$ cat src/rtl/hamming_pkg.sv
// Hamming(15,11) shared definitions: widths, parity positions and the
// reference encoder. Shared between the encoder stream and the corrector stage.
// Codeword index i holds Hamming position i+1.
package hamming_pkg;

  localparam int unsigned DATA_W = 11;
  localparam int unsigned CODE_W = 15;
  localparam int unsigned PAR_W  = 4;

  // Parity bit indices (Hamming positions 1, 2, 4, 8)
  localparam int unsigned P0_IDX = 0;
  localparam int unsigned P1_IDX = 1;
  localparam int unsigned P2_IDX = 3;
  localparam int unsigned P3_IDX = 7;

  // Build the codeword: place data bits, then fill the four parity bits
  function automatic logic [CODE_W-1:0] encode(input logic [DATA_W-1:0] data);
    logic [CODE_W-1:0] cw;
    cw         = '0;
    cw[2]      = data[0];
    cw[6:4]    = data[3:1];
    cw[14:8]   = data[10:4];
    cw[P0_IDX] = cw[2] ^ cw[4] ^ cw[6] ^ cw[8] ^ cw[10] ^ cw[12] ^ cw[14];
    cw[P1_IDX] = cw[2] ^ cw[5] ^ cw[6] ^ cw[9] ^ cw[10] ^ cw[13] ^ cw[14];
    cw[P2_IDX] = cw[4] ^ cw[5] ^ cw[6] ^ cw[11] ^ cw[12] ^ cw[13] ^ cw[14];
    cw[P3_IDX] = ^cw[14:8];
    return cw;
  endfunction

endpackage

$ cat src/rtl/hamming_fifo.sv
// Synchronous FIFO for codewords, synchronous active-low reset.
// Ports: clk, rst_n, push/wr_data (write tail), pop/rd_data (read head,
// rd_data is the raw head entry), full, empty.
// DEPTH must be a power of two so the pointers wrap naturally.
module hamming_fifo
  import hamming_pkg::*;
#(
  parameter int unsigned WIDTH = CODE_W,
  parameter int unsigned DEPTH = 2
) (
  input  logic             clk,
  input  logic             rst_n,
  input  logic             push,
  input  logic [WIDTH-1:0] wr_data,
  input  logic             pop,
  output logic [WIDTH-1:0] rd_data,
  output logic             full,
  output logic             empty
);

  localparam int unsigned PTR_W = (DEPTH > 1) ? $clog2(DEPTH) : 1;
  localparam int unsigned CNT_W = PTR_W + 1;

  logic [WIDTH-1:0] mem [DEPTH];
  logic [PTR_W-1:0] wr_ptr;
  logic [PTR_W-1:0] rd_ptr;
  logic [CNT_W-1:0] count;
  logic             do_push;
  logic             do_pop;

  assign full    = (count == CNT_W'(DEPTH));
  assign empty   = (count == '0);
  assign do_push = push && !full;
  assign do_pop  = pop && !empty;
  assign rd_data = mem[rd_ptr];

  // Pointer and occupancy tracking
  always_ff @(posedge clk) begin
    if (!rst_n) begin
      wr_ptr <= '0;
      rd_ptr <= '0;
      count  <= '0;
    end else begin
      if (do_push) wr_ptr <= PTR_W'(wr_ptr + PTR_W'(1));
      if (do_pop)  rd_ptr <= PTR_W'(rd_ptr + PTR_W'(1));
      case ({do_push, do_pop})
        2'b10:   count <= CNT_W'(count + CNT_W'(1));
        2'b01:   count <= CNT_W'(count - CNT_W'(1));
        default: count <= count;
      endcase
    end
  end

  // Storage; contents are don't-care while empty, so no reset needed
  always_ff @(posedge clk) begin
    if (do_push) mem[wr_ptr] <= wr_data;
  end

endmodule

$ cat src/rtl/codifica_hamming_stream.sv
// Streaming Hamming(15,11) encoder with codeword buffer.
// Ports: clk, rst_n (sync, active-low); in_valid/in_ready/in_data upstream
// handshake; inj_en/inj_pos error injection; out_valid/out_ready/out_codeword
// downstream handshake; word_count = codewords popped since reset (wraps).
// Build option: define HAMMING_ERR_INJECT_EN to enable single-bit error
// injection at push time; otherwise inj_en/inj_pos are ignored.
module codifica_hamming_stream
  import hamming_pkg::*;
#(
  parameter int unsigned FIFO_DEPTH = 2,
  parameter int unsigned CNT_W      = 16
) (
  input  logic              clk,
  input  logic              rst_n,
  input  logic              in_valid,
  output logic              in_ready,
  input  logic [DATA_W-1:0] in_data,
  input  logic              inj_en,
  input  logic [3:0]        inj_pos,
  output logic              out_valid,
  input  logic              out_ready,
  output logic [CODE_W-1:0] out_codeword,
  output logic [CNT_W-1:0]  word_count
);

  logic [CODE_W-1:0] clean_cw;
  logic [CODE_W-1:0] stored_cw;
  logic [CODE_W-1:0] head_cw;
  logic              fifo_full;
  logic              fifo_empty;
  logic              push;
  logic              pop;

  assign clean_cw = encode(in_data);

`ifdef HAMMING_ERR_INJECT_EN
  // Flip position inj_pos (1-based); position 0 leaves the word clean
  logic [CODE_W-1:0] flip_mask;
  always_comb begin
    flip_mask = '0;
    if (inj_en && (inj_pos != 4'd0)) begin
      flip_mask = CODE_W'(CODE_W'(1) << (inj_pos - 4'd1));
    end
  end
  assign stored_cw = clean_cw ^ flip_mask;
`else
  logic unused_inj;
  assign unused_inj = ^{inj_en, inj_pos};
  assign stored_cw  = clean_cw;
`endif

  // Ready depends only on registered occupancy, never on out_ready
  assign in_ready     = !fifo_full;
  assign out_valid    = !fifo_empty;
  assign push         = in_valid && in_ready;
  assign pop          = out_valid && out_ready;
  assign out_codeword = fifo_empty ? '0 : head_cw;

  hamming_fifo #(
    .WIDTH (CODE_W),
    .DEPTH (FIFO_DEPTH)
  ) u_fifo (
    .clk     (clk),
    .rst_n   (rst_n),
    .push    (push),
    .wr_data (stored_cw),
    .pop     (pop),
    .rd_data (head_cw),
    .full    (fifo_full),
    .empty   (fifo_empty)
  );

  // Delivered-word counter
  always_ff @(posedge clk) begin
    if (!rst_n) begin
      word_count <= '0;
    end else if (pop) begin
      word_count <= CNT_W'(word_count + CNT_W'(1));
    end
  end

endmodule

$ cat config.mk
export PLATFORM = sky130hd
export DESIGN_NAME = codifica_hamming_stream
export DESIGN_NICKNAME = d
export VERILOG_FILES = /design/src/rtl/hamming_pkg.sv /design/src/rtl/hamming_fifo.sv /design/src/rtl/codifica_hamming_stream.sv
export SDC_FILE = /design/constraint.sdc
export NUM_CORES = 1
export LEC_CHECK = 0
export CORE_ASPECT_RATIO = 1.1
export CORE_MARGIN = 5
export CORE_UTILIZATION = 53
export CTS_CLUSTER_DIAMETER = 80
export CTS_CLUSTER_SIZE = 28
export DETAILED_ROUTE_END_ITERATION = 6
export PLACE_DENSITY = 0.84
export SLEW_MARGIN = 20
export SYNTH_ARGS = -nofsm -noshare
export SYNTH_HDL_FRONTEND = slang
export SYNTH_SLANG_ARGS = --single-unit
$ cat constraint.sdc
create_clock -name clk -period 4.23 [get_ports clk]
set_input_delay 0.846 -clock clk [delete_from_list [all_inputs] [get_ports clk]]
set_output_delay 0.846 -clock clk [all_outputs]
set_load 0.01 [all_outputs]
### Yosys cells after proc, flatten, opt, wreduce, memory -nomap -nowiden

Memory sizes are Yosys's and may differ from the RTL's. A register that Yosys moved wholly into a read port is not among the register bits.
Index checks and enable logic that the tools add are counted.

* reductions and logical operators: 9
* bitwise operators: 18
* equal/unequal tests: 3
* add/subtract/negate cells: 5
* mux-type cells: 6

Operator list (number)
* 1-bit bitwise XOR: 18
* 16-bit by 1-bit adder with 16-bit output (second input constant): 1
* 15-bit two-way mux: 1
* 7-bit parity: 1
* 2-bit == test (second input constant): 2
* 1-bit logical AND: 4
* 1-bit two-way mux: 4
* 2-bit one-hot mux with 2 select lines: 1
* 1-bit adder (second input constant): 2
* 2-bit by 1-bit adder with 2-bit output (second input constant): 1
* 2-bit by 1-bit == test with 1-bit output (second input constant): 1
* 1-bit zero test: 2
* 2-bit zero test: 1
* 2-bit nonzero test: 1
* 2-bit by 1-bit subtractor with 2-bit output (second input constant): 1

* memories kept: 1
* memory bits (writable): 30
* bits of input ports: 20
* register bits: 20

Memory list
* u_fifo.mem: depth 2, bits a word 15, read ports 1, clocked after memory_dff 1, write ports 1, RTL line hamming_fifo.sv:24 `logic [WIDTH-1:0] mem [DEPTH];`

### Logic depth before layout (Yosys ltp)

Gate-level depths: netlist of run 1.

* depth after elaboration: 6
* gate-level depth with buffers: 9
* gate-level depth less buffers: 8

### Cells and area by module

Synthesis of run 1 repeated with hierarchy kept, for this count alone.

* cell total of the unflattened synthesis: 191
* area total of the unflattened synthesis: 2369.8 um2

By module, submodules not included
* hamming_fifo: area an instance 1317.5 um2, cells an instance 73, times used 1
* codifica_hamming_stream: area an instance 1052.3 um2, cells an instance 118, times used 1

### Worst setup path after synthesis of run 1

No wires, ideal clock.

* path kind: register -> output
* from: register with a tool-made name
* to: output port out_codeword[10]
* slack: 2.236 ns
* stages on the path, launching flop included: 5
* buffers on the path: 2
* arrival time: 1.148 ns
* cells stage by stage: dfxtp_1 > clkbuf_1 > buf_2 > mux2i_1 > nor2_1

RTL lines
* end, declared: RTL line codifica_hamming_stream.sv:22 `output logic [CODE_W-1:0] out_codeword,`

==> results.ini, run 1 <==
[cts]
cts_hold_buf=0
cts_buffers=5
postCtsSetupBuffers=0
cts_root_buf=clkbuf_8
cts_tree=built
ctsResizeCount=0
cts_buffer_depth=2
insertion_delay_ns=0.30
numClockSinks=51
htreeDepth=2
clk_pin_slew_worst_paths_ns=0.09

[die]
rows=25
start_util_pct=53.6
die_y_um=78.5
die-area_mm2=0.00568
fp.dieW_um=72.3
core_area_mm2=0.00422
ioPinCount=53

[global_routing]
grt_max_degree=24
grt_pass1_wl_um=6670
grt-ovfl-total=0
grt_pass1_vias=1462
grt_antenna_before_repair=0
grt_use_total_pct=14.9

[min_path]
min_to=word_count[15]
hp-start=word_count[15]
whs_path_depth=2
hold_class=register to register

[sta]
tns_ns=0
layout_min_cycle_time_ns=2.91
finalClockSkew_ns=0.00397
holdWs_ns=0.480
timing.final.ws_setup_ns=1.32
final_hold_viol_count=0
tightest_slew_ns=0.859
relSlewSlack_pct=42.6
period_share_pct=68.7
finalMaxSlewViolations=0
setup_viol=0
rsz0062_at_grt=no
fmax_mhz=344

[power]
p_leak_nw=1.01
totalPowerFinal_mw=1.48
power_density_mw_per_mm2=516
peakVddDrop_v=0.000249

[synth]
yosysUniqueCellTypes=26
yosys_warnings=0
ys_seq_elements=51
synth_nets=211
synth.avg_cell_area_um2=12.0
syn_area_mm2=0.00226
postSynthCellCount=189
seq_area_frac_synth_pct=58.4

[cells_and_area]
post-route-util_pct=68.0
area_growth_pct=26.9
drive_gt1_share_pct=4.60
layout.cells.non_filler=293
antenna_cells=0
n_fill_cell=325
nets=260
design_area_mm2=0.00287

[run_status]
status=finished, final reports clean

[route]
drt-initial-drc-count=46
drcViolationCount=0
drt_pass1_iterations=4
ant_nets=0
vias=1479
vias_per_cell=5.05
wl_per_cell_um=13.0
wirelength_um=3820

[placement]
dpl.cell_count=285
place_area_mm2=0.00278
dp_hpwl_um=2780
placement.io_buffers=47
gp_congestion=0.759
place_ws_ns=1.59

[setup_path]
worst_r2r_path_depth=7
critPathKind=register to output pin
r2r_end=u_fifo.count[1]
max_stage_delay_ns=0.89
path_buf_inv=1
start_kind=register
cp_top_family=flip-flops
critPathMaxFanout=15
r2r_start=u_fifo.count[0]
crit_chain=mux2i_1, nor2_1, clkdlybuf4s50_1
crit_required_ns=3.38
cpMaxStageDelayCell=dfxtp_1
cp-end-kind=output pin
arrival_ns=2.06
rrSetupSlack_ns=1.93

[run]
max_cap_viol_count=0

[tightest hold or removal path, cell delays in order, from the launching register on]
cell and delay [ns]:
dfxtp_1 0.33, nand2_1 0.05, mux2i_1 0.05
[worst max path at each step]
stage | endpoint | slack [ns] | depth (start not counted)
after CTS | out_codeword[10] | 1.27 | 3
after global routing | out_codeword[10] | 1.13 | 3
final | out_codeword[10] | 1.32 | 3
after detailed placement | out_codeword[10] | 1.59 | 3
after global placement | out_codeword[10] | 1.64 | 3
after floorplan | out_codeword[10] | 2.24 | 4
[layout make-up]
cell class | count | area (um2) | area share, %
Clock buffer | 5 | 68.8 | 2.40
Clock inverter | 3 | 20.0 | 0.697
Inverter | 5 | 18.8 | 0.654
Multi-Input combinational cell | 127 | 897 | 31.2
Sequential cell | 51 | 1320 | 46.0
Tap cell | 54 | 67.6 | 2.35
Timing Repair Buffer | 48 | 478 | 16.6
[registers in the layout, indices dropped and copies added, names as in the netlist, named ones only]
name           flops
u_fifo.wr_ptr      1
u_fifo.rd_ptr      1
word_count        16
u_fifo.mem        30
u_fifo.count       2
[report_power, final]
part           internal (mW)  leakage [nW]  switching, mW
logic                  0.290         0.516          0.237
registers              0.619         0.451         0.0660
clock network          0.115        0.0418          0.154
total                   1.02          1.01          0.457
[kinds of logic (layout without fill, tap and decap cells)]
family	Yosys count	after routing	share of synthesized area, %
and+or+nand+nor	67	67	15.1
DFF	51	51	58.4
xor gates and xnor gates	34	34	13.2
muxes	18	18	7.96
buffers and inverters	11	61	1.94
AOI/OAI and AO/OA	6	6	2.32
adders and majority gates	2	2	1.11
[Yosys cell counts]
cell type | number | area (um2)
edfxtp_1 | 30 | 901
o2111ai_2 | 1 | 15.0
mux2i_1 | 18 | 180
xor2_1 | 11 | 96.3
or3_1 | 2 | 12.5
and3_1 | 1 | 6.26
xnor2_1 | 23 | 201
buf_2 | 1 | 5.00
dfxtp_1 | 21 | 420
nor4_1 | 4 | 25.0
nand4_1 | 2 | 12.5
nand2_1 | 7 | 26.3
clkbuf_2 | 1 | 5.00
and2_1 | 15 | 93.8
nor2_1 | 18 | 67.6
nand2b_1 | 3 | 18.8
inv_1 | 5 | 18.8
clkbuf_1 | 4 | 15.0
o211ai_2 | 1 | 12.5
nor3_1 | 6 | 30.0
ha_1 | 2 | 25.0
nor2b_1 | 2 | 12.5
o21ai_0 | 2 | 10.0
nor2_2 | 1 | 6.26
nand3_1 | 6 | 30.0
a21boi_0 | 2 | 15.0
[per-layer routing]
| metal | routed length [um] | up-vias | global-route usage, % |
|---|---|---|---|
| met5 | 0 | - | 0 |
| met1 | 1710 | 685 | 17.9 |
| met3 | 165 | 8 | 3.20 |
| met2 | 1890 | 39 | 25.9 |
| met4 | 58 | 0 | 5.64 |
| li1 | - | 747 | - |
[placed cells by master, fill, tap and decap left out, types with 2 or more instances in the layout]
cell type and n:
a21boi_0 2, and2_1 15, clkbuf_8 5, clkdlybuf4s50_1 47
dfxtp_1 21, edfxtp_1 30, ha_1 2, inv_1 5
mux2i_1 18, nand2_1 7, nand2b_1 3, nand3_1 6
nand4_1 2, nor2_1 18, nor2b_1 2, nor3_1 6
nor4_1 4, o21ai_0 2, or3_1 2, xnor2_1 23
xor2_1 11
(Power assumes the default switching activity.)
==> inputs of run 2 (changes only) <==
--- a/config.mk
+++ b/config.mk
@@ -7,11 +7,11 @@
 export LEC_CHECK = 0
 export CORE_ASPECT_RATIO = 1.1
 export CORE_MARGIN = 5
-export CORE_UTILIZATION = 53
+export CORE_UTILIZATION = 49
 export CTS_CLUSTER_DIAMETER = 80
 export CTS_CLUSTER_SIZE = 28
 export DETAILED_ROUTE_END_ITERATION = 6
-export PLACE_DENSITY = 0.84
+export PLACE_DENSITY = 0.79
 export SLEW_MARGIN = 20
 export SYNTH_ARGS = -nofsm -noshare
 export SYNTH_HDL_FRONTEND = slang
==> constraint.sdc (replaced) <==
create_clock -name clk -period 2.7 [get_ports clk]
set_input_delay 0.54 -clock clk [delete_from_list [all_inputs] [get_ports clk]]
set_output_delay 0.54 -clock clk [all_outputs]
set_load 0.01 [all_outputs]
==> results.ini, run 2 (synthesis gave the netlist of run 1 again) <==
[run_status]
status=finished, final reports clean  ; unchanged

[cells_and_area]
layout_commonest_cell=clkdlybuf4s50_1  ; unchanged
n_fill_cell=366  ; was 325
largest_reg_flops=30  ; unchanged
area_growth_pct=29.1  ; was 26.9%
drive_gt1_share_pct=6.20  ; was 4.60%
antenna_cells=0  ; unchanged
post-route-util_pct=64.1  ; was 68.0%
final_cell_mix=clkdlybuf4s50_1, edfxtp_1, xnor2_1  ; unchanged
largest_registers=u_fifo.mem: 30 flops, word_count: 16 flops, u_fifo.count: 2 flops  ; unchanged
nets=263  ; was 260
top_register=u_fifo.mem  ; unchanged

[setup_path]
arrival_ns=1.72  ; was 2.06 ns
crit_required_ns=2.16  ; was 3.38 ns
path_buf_inv=2  ; was 1
max_stage_delay_ns=0.54  ; was 0.89 ns
crit_chain=nor2_2, buf_4, nor2_1, clkdlybuf4s50_1  ; was mux2i_1, nor2_1, clkdlybuf4s50_1
critPathMaxFanout=15  ; unchanged
critPathKind=register to output pin  ; unchanged
cp-end-kind=output pin  ; unchanged
start_kind=register  ; unchanged
cpMaxStageDelayCell=clkdlybuf4s50_1  ; was dfxtp_1
cp_top_family=buffers and inverters  ; was flip-flops

[die]
die_y_um=81.3  ; was 78.5 um
ioPinCount=53  ; unchanged
fp.dieW_um=74.8  ; was 72.3 um
start_util_pct=49.7  ; was 53.6%
rows=26  ; was 25
core_area_mm2=0.00455  ; was 0.00422 mm2
die-area_mm2=0.00608  ; was 0.00568 mm2

[global_routing]
grt_use_total_pct=14.3  ; was 14.9%
grt-ovfl-total=0  ; unchanged
grt_antenna_before_repair=0  ; unchanged
grt_pass1_wl_um=6510  ; was 6670 um
grt_pass1_vias=1458  ; was 1,462
use_met2_pct=25.2  ; was 25.9%
grt_max_degree=24  ; unchanged
grt_use_met3_pct=5.20  ; was 3.20%
use_met1_pct=16.1  ; was 17.9%
busiest_layer=met2  ; unchanged

[sta]
final_hold_viol_count=0  ; unchanged
fmax_mhz=443
holdWs_ns=0.483  ; was 0.480 ns
period_share_pct=83.6
finalMaxSlewViolations=0  ; unchanged
relSlewSlack_pct=57.3  ; was 42.6%
finalClockSkew_ns=0.00727  ; was 0.00397 ns
tightest_slew_ns=0.639  ; was 0.859 ns
rsz0062_at_grt=no  ; unchanged
tns_ns=0  ; unchanged
setup_viol=0  ; unchanged
layout_min_cycle_time_ns=2.26
timing.final.ws_setup_ns=0.444  ; was 1.32 ns

[cts]
cts_hold_buf=0  ; unchanged
cts_tree=built  ; unchanged
postCtsSetupBuffers=0  ; unchanged
numClockSinks=51  ; unchanged
clk_pin_slew_worst_paths_ns=0.09  ; about the same
insertion_delay_ns=0.30  ; about the same
cts_buffer_depth=2  ; unchanged
cts_buffers=5  ; unchanged
htreeDepth=2  ; unchanged
cts_root_buf=clkbuf_8  ; unchanged
ctsResizeCount=0  ; unchanged

[route]
wl_per_cell_um=13.1  ; was 13.0 um
ant_nets=0  ; unchanged
drcViolationCount=0  ; unchanged
drt_pass1_iterations=4  ; unchanged
vias=1451  ; was 1,479
drt-initial-drc-count=49  ; was 46
vias_per_cell=4.87  ; was 5.05
wirelength_um=3900  ; was 3820 um

[min_path]
hold_class=register to register  ; unchanged

[power]
p_leak_nw=1.04  ; was 1.01 nW
power_density_mw_per_mm2=836  ; was 516 mW/mm2
peakVddDrop_v=0.000583  ; was 0.000249 V

[placement]
gp_congestion=0.707  ; was 0.759
place_ws_ns=0.437  ; was 1.59 ns
dp_hpwl_um=2740  ; was 2780 um
placement.io_buffers=47  ; unchanged

[run]
max_cap_viol_count=0  ; unchanged

-- run 2: cell types whose count changed in the layout (fill, tap and decap cells not counted) --
cell	change
buf_4	+3
bufinv_16	+1
clkinv_1	-1
clkinv_2	+1
clkinvlp_4	-1
-- run 2: worst paths after layout --
path | start | end | slack, ns | cells after the start
worst min-delay path | word_count[15] | word_count[15] | 0.48 | 2
worst max register to register | u_fifo.count[1] | u_fifo.count[1] | 0.91 | 7
worst max-delay path | u_fifo.count[0] | out_codeword[0] | 0.44 | 4
worst min register to register | word_count[15] | word_count[15] | 0.48 | 2
-- run 2: metrics by stage --
stage	cells	area, um2	total power, mW
finish	298	2920	2.44
global route	298	2920	2.60
CTS	298	2920	2.48
detailed placement	290	2810	1.95
global placement	290	2810	1.94
floorplan	189	2260	1.55
-- run 2: layout make-up --
type                            count  area (um2)  area share [%]
Timing Repair Buffer               51         500            17.1
Inverter                            5        18.8           0.643
Tap cell                           56        70.1            2.40
Sequential cell                    51        1320            45.2
Clock buffer                        5        68.8            2.36
Multi-Input combinational cell    127         897            30.7
Clock inverter                      3        43.8            1.50
-- run 2: routing by layer --
layer	wire length [um]	share of wire, %	vias up
li1	-	-	749
met1	1580	40	650
met2	1980	51	46
met3	303	7.8	6
met4	45	1.2	0
met5	0	0	-
-- run 2: worst register-to-register path, cell delays in order (launching register included) --
cell and delay [ns]:
dfxtp_1 0.38, nor2_2 0.16, inv_1 0.09, nand2_1 0.18, inv_1 0.07, ha_1 0.33, or3_1 0.35, a21boi_0 0.17
-- run 2: power by group --
part / total (mW) / internal [mW] / switching, mW
Combinational: 0.894 / 0.476 / 0.418
Sequential: 1.03 / 0.969 / 0.0613
Clock: 0.518 / 0.276 / 0.242
Total: 2.44 / 1.72 / 0.721
==> inputs of run 3 (changes only) <==
==> constraint.sdc (replaced) <==
create_clock -name clk -period 2.2 [get_ports clk]
set_input_delay 0.44 -clock clk [delete_from_list [all_inputs] [get_ports clk]]
set_output_delay 0.44 -clock clk [all_outputs]
set_load 0.01 [all_outputs]
==> results.ini, run 3 (synthesis gave the netlist of run 1 again) <==
[min_path]
hold_class=register to register  ; unchanged
hp-start=word_count[15]  ; unchanged

[power]
p_leak_nw=1.03  ; was 1.04 nW
comb_power_share_pct=39.4  ; was 36.6%
power_density_mw_per_mm2=997  ; was 836 mW/mm2
totalPowerFinal_mw=2.91  ; was 2.44 mW
switching_share_pct=30.7  ; was 29.5%
power.clock.fraction_pct=17.7  ; was 21.2%
seqPwrFrac_pct=42.9  ; was 42.2%
switching_power_mw=0.895  ; was 0.721 mW
p_int_mw=2.02  ; was 1.72 mW
peakVddDrop_v=0.000596  ; was 0.000583 V

[route]
vias=1471  ; was 1,451
drcViolationCount=0  ; unchanged
drt_pass1_iterations=4  ; unchanged
drt-initial-drc-count=55  ; was 49
ant_nets=0  ; unchanged
vias_per_cell=4.90  ; was 4.87
wirelength_um=3910  ; was 3900 um
wl_per_cell_um=13.0  ; was 13.1 um

[cells_and_area]
largest_reg_flops=30  ; unchanged
area_growth_pct=29.1  ; unchanged
layout.cells.non_filler=300  ; was 298
design_area_mm2=0.00292  ; unchanged
antenna_cells=0  ; unchanged
top_register=u_fifo.mem  ; unchanged
largest_registers=u_fifo.mem: 30 flops, word_count: 16 flops, u_fifo.count: 2 flops  ; unchanged
drive_gt1_share_pct=6.97  ; was 6.20%
layout_commonest_cell=clkdlybuf4s50_1  ; unchanged
nets=265  ; was 263
final_cell_mix=clkdlybuf4s50_1, edfxtp_1, xnor2_1  ; unchanged

[setup_path]
path_buf_inv=2  ; unchanged
start_kind=register  ; unchanged
crit_chain=nor2_4, inv_1, clkdlybuf4s50_1  ; was nor2_2, buf_4, nor2_1, clkdlybuf4s50_1
max_stage_delay_ns=0.51  ; was 0.54 ns
r2r_start=u_fifo.count[1]  ; unchanged
cp-end-kind=output pin  ; unchanged
cp_top_family=buffers and inverters  ; unchanged
critPathKind=register to output pin  ; unchanged
cpMaxStageDelayCell=clkdlybuf4s50_1  ; unchanged
crit_required_ns=1.76  ; was 2.16 ns
critPathMaxFanout=16  ; was 15
arrival_ns=1.63  ; was 1.72 ns
rrSetupSlack_ns=0.33  ; was 0.91 ns
crit_start=u_fifo.count[1]  ; was u_fifo.count[0]

[placement]
gp_congestion=0.744  ; was 0.707
placement.io_buffers=47  ; unchanged
dpl.cell_count=292  ; was 290
dp_hpwl_um=2850  ; was 2740 um
place_area_mm2=0.00282  ; was 0.00281 mm2

[global_routing]
grt-ovfl-total=0  ; unchanged
grt_pass1_vias=1461  ; was 1,458
grt_antenna_before_repair=0  ; unchanged
grt_pass1_wl_um=6490  ; was 6510 um
grt_use_total_pct=13.9  ; was 14.3%
grt_max_degree=24  ; unchanged

[die]
ioPinCount=53  ; unchanged
fp.dieW_um=74.8  ; unchanged
start_util_pct=49.7  ; unchanged
core_area_mm2=0.00455  ; unchanged
rows=26  ; unchanged
die_y_um=81.3  ; unchanged
die-area_mm2=0.00608  ; unchanged

[sta]
tightest_slew_ns=0.637  ; was 0.639 ns
final_hold_viol_count=0  ; unchanged
rsz0062_at_grt=no  ; unchanged
tns_ns=0  ; unchanged
fmax_mhz=484
finalMaxSlewViolations=0  ; unchanged
relSlewSlack_pct=57.4  ; was 57.3%
holdWs_ns=0.487  ; was 0.483 ns
finalClockSkew_ns=0.00257  ; was 0.00727 ns
period_share_pct=94.0
layout_min_cycle_time_ns=2.07
setup_viol=0  ; unchanged

[run_status]
status=finished, final reports clean  ; unchanged

[cts]
cts_tree=built  ; unchanged
htreeDepth=2  ; unchanged
insertion_delay_ns=0.29  ; was 0.30 ns
cts_root_buf=clkbuf_8  ; unchanged
cts_buffers=5  ; unchanged
cts_buffer_depth=2  ; unchanged
cts_hold_buf=0  ; unchanged
clk_pin_slew_worst_paths_ns=0.09  ; about the same
numClockSinks=51  ; unchanged

[run]
max_cap_viol_count=0  ; unchanged

-- run 3: power by group through the flow --
stage | sequential [mW] | clock [mW] | combinational (mW)
after CTS | 1.25 | 0.535 | 1.17
after floorplan | 1.26 | 0 | 0.634
final | 1.25 | 0.515 | 1.15
after global routing | 1.27 | 0.574 | 1.25
after global placement | 1.26 | 0 | 1.14
after detailed placement | 1.27 | 0 | 1.16
-- run 3: timing repair --
action | CTS | global route
resized for setup | 1 | 1
setup endpoints to repair | 16 | 2
buffers inserted | 0 | 0
hold endpoints to repair | 0 | 0
cloned | 0 | 0
-- run 3: worst paths after layout --
kind,endpoint,cells after the start
worst max register to register,u_fifo.count[1],7
worst min-delay path,word_count[15],2
worst min register to register,word_count[15],2
worst max-delay path,out_valid,3
-- run 3: layout make-up --
class                      instances  area, um2
clock buffer                       5       68.8
clock inverter                     3       20.0
fill                             363       1630
inverter                           5       18.8
multi-input combinational        127        902
sequential                        51       1320
tap                               56       70.1
timing repair buffer              53        519
-- run 3: metrics by stage --
step	utilization [%]	worst slack, ns
after floorplan	-	0.363
after global placement	62.0	0.167
after detailed placement	62.0	0.109
after CTS	64.0	0.0644
after global routing	64.1	0.0199
final	64.1	0.132
-- run 3: worst min-delay path, delay by kind of cell (launching register included) --
family	cells	cell delay, ns
flops	1	0.33
simple gates	1	0.06
mux	1	0.06
-- run 3: per-layer routing --
metal / GRT usage, % / up-vias / wire length [um]
li1: - / 755 / -
met1: 16.8 / 671 / 1670
met2: 23.6 / 41 / 1950
met3: 4.95 / 4 / 250
met4: 3.38 / 0 / 40
met5: 0 / - / 0
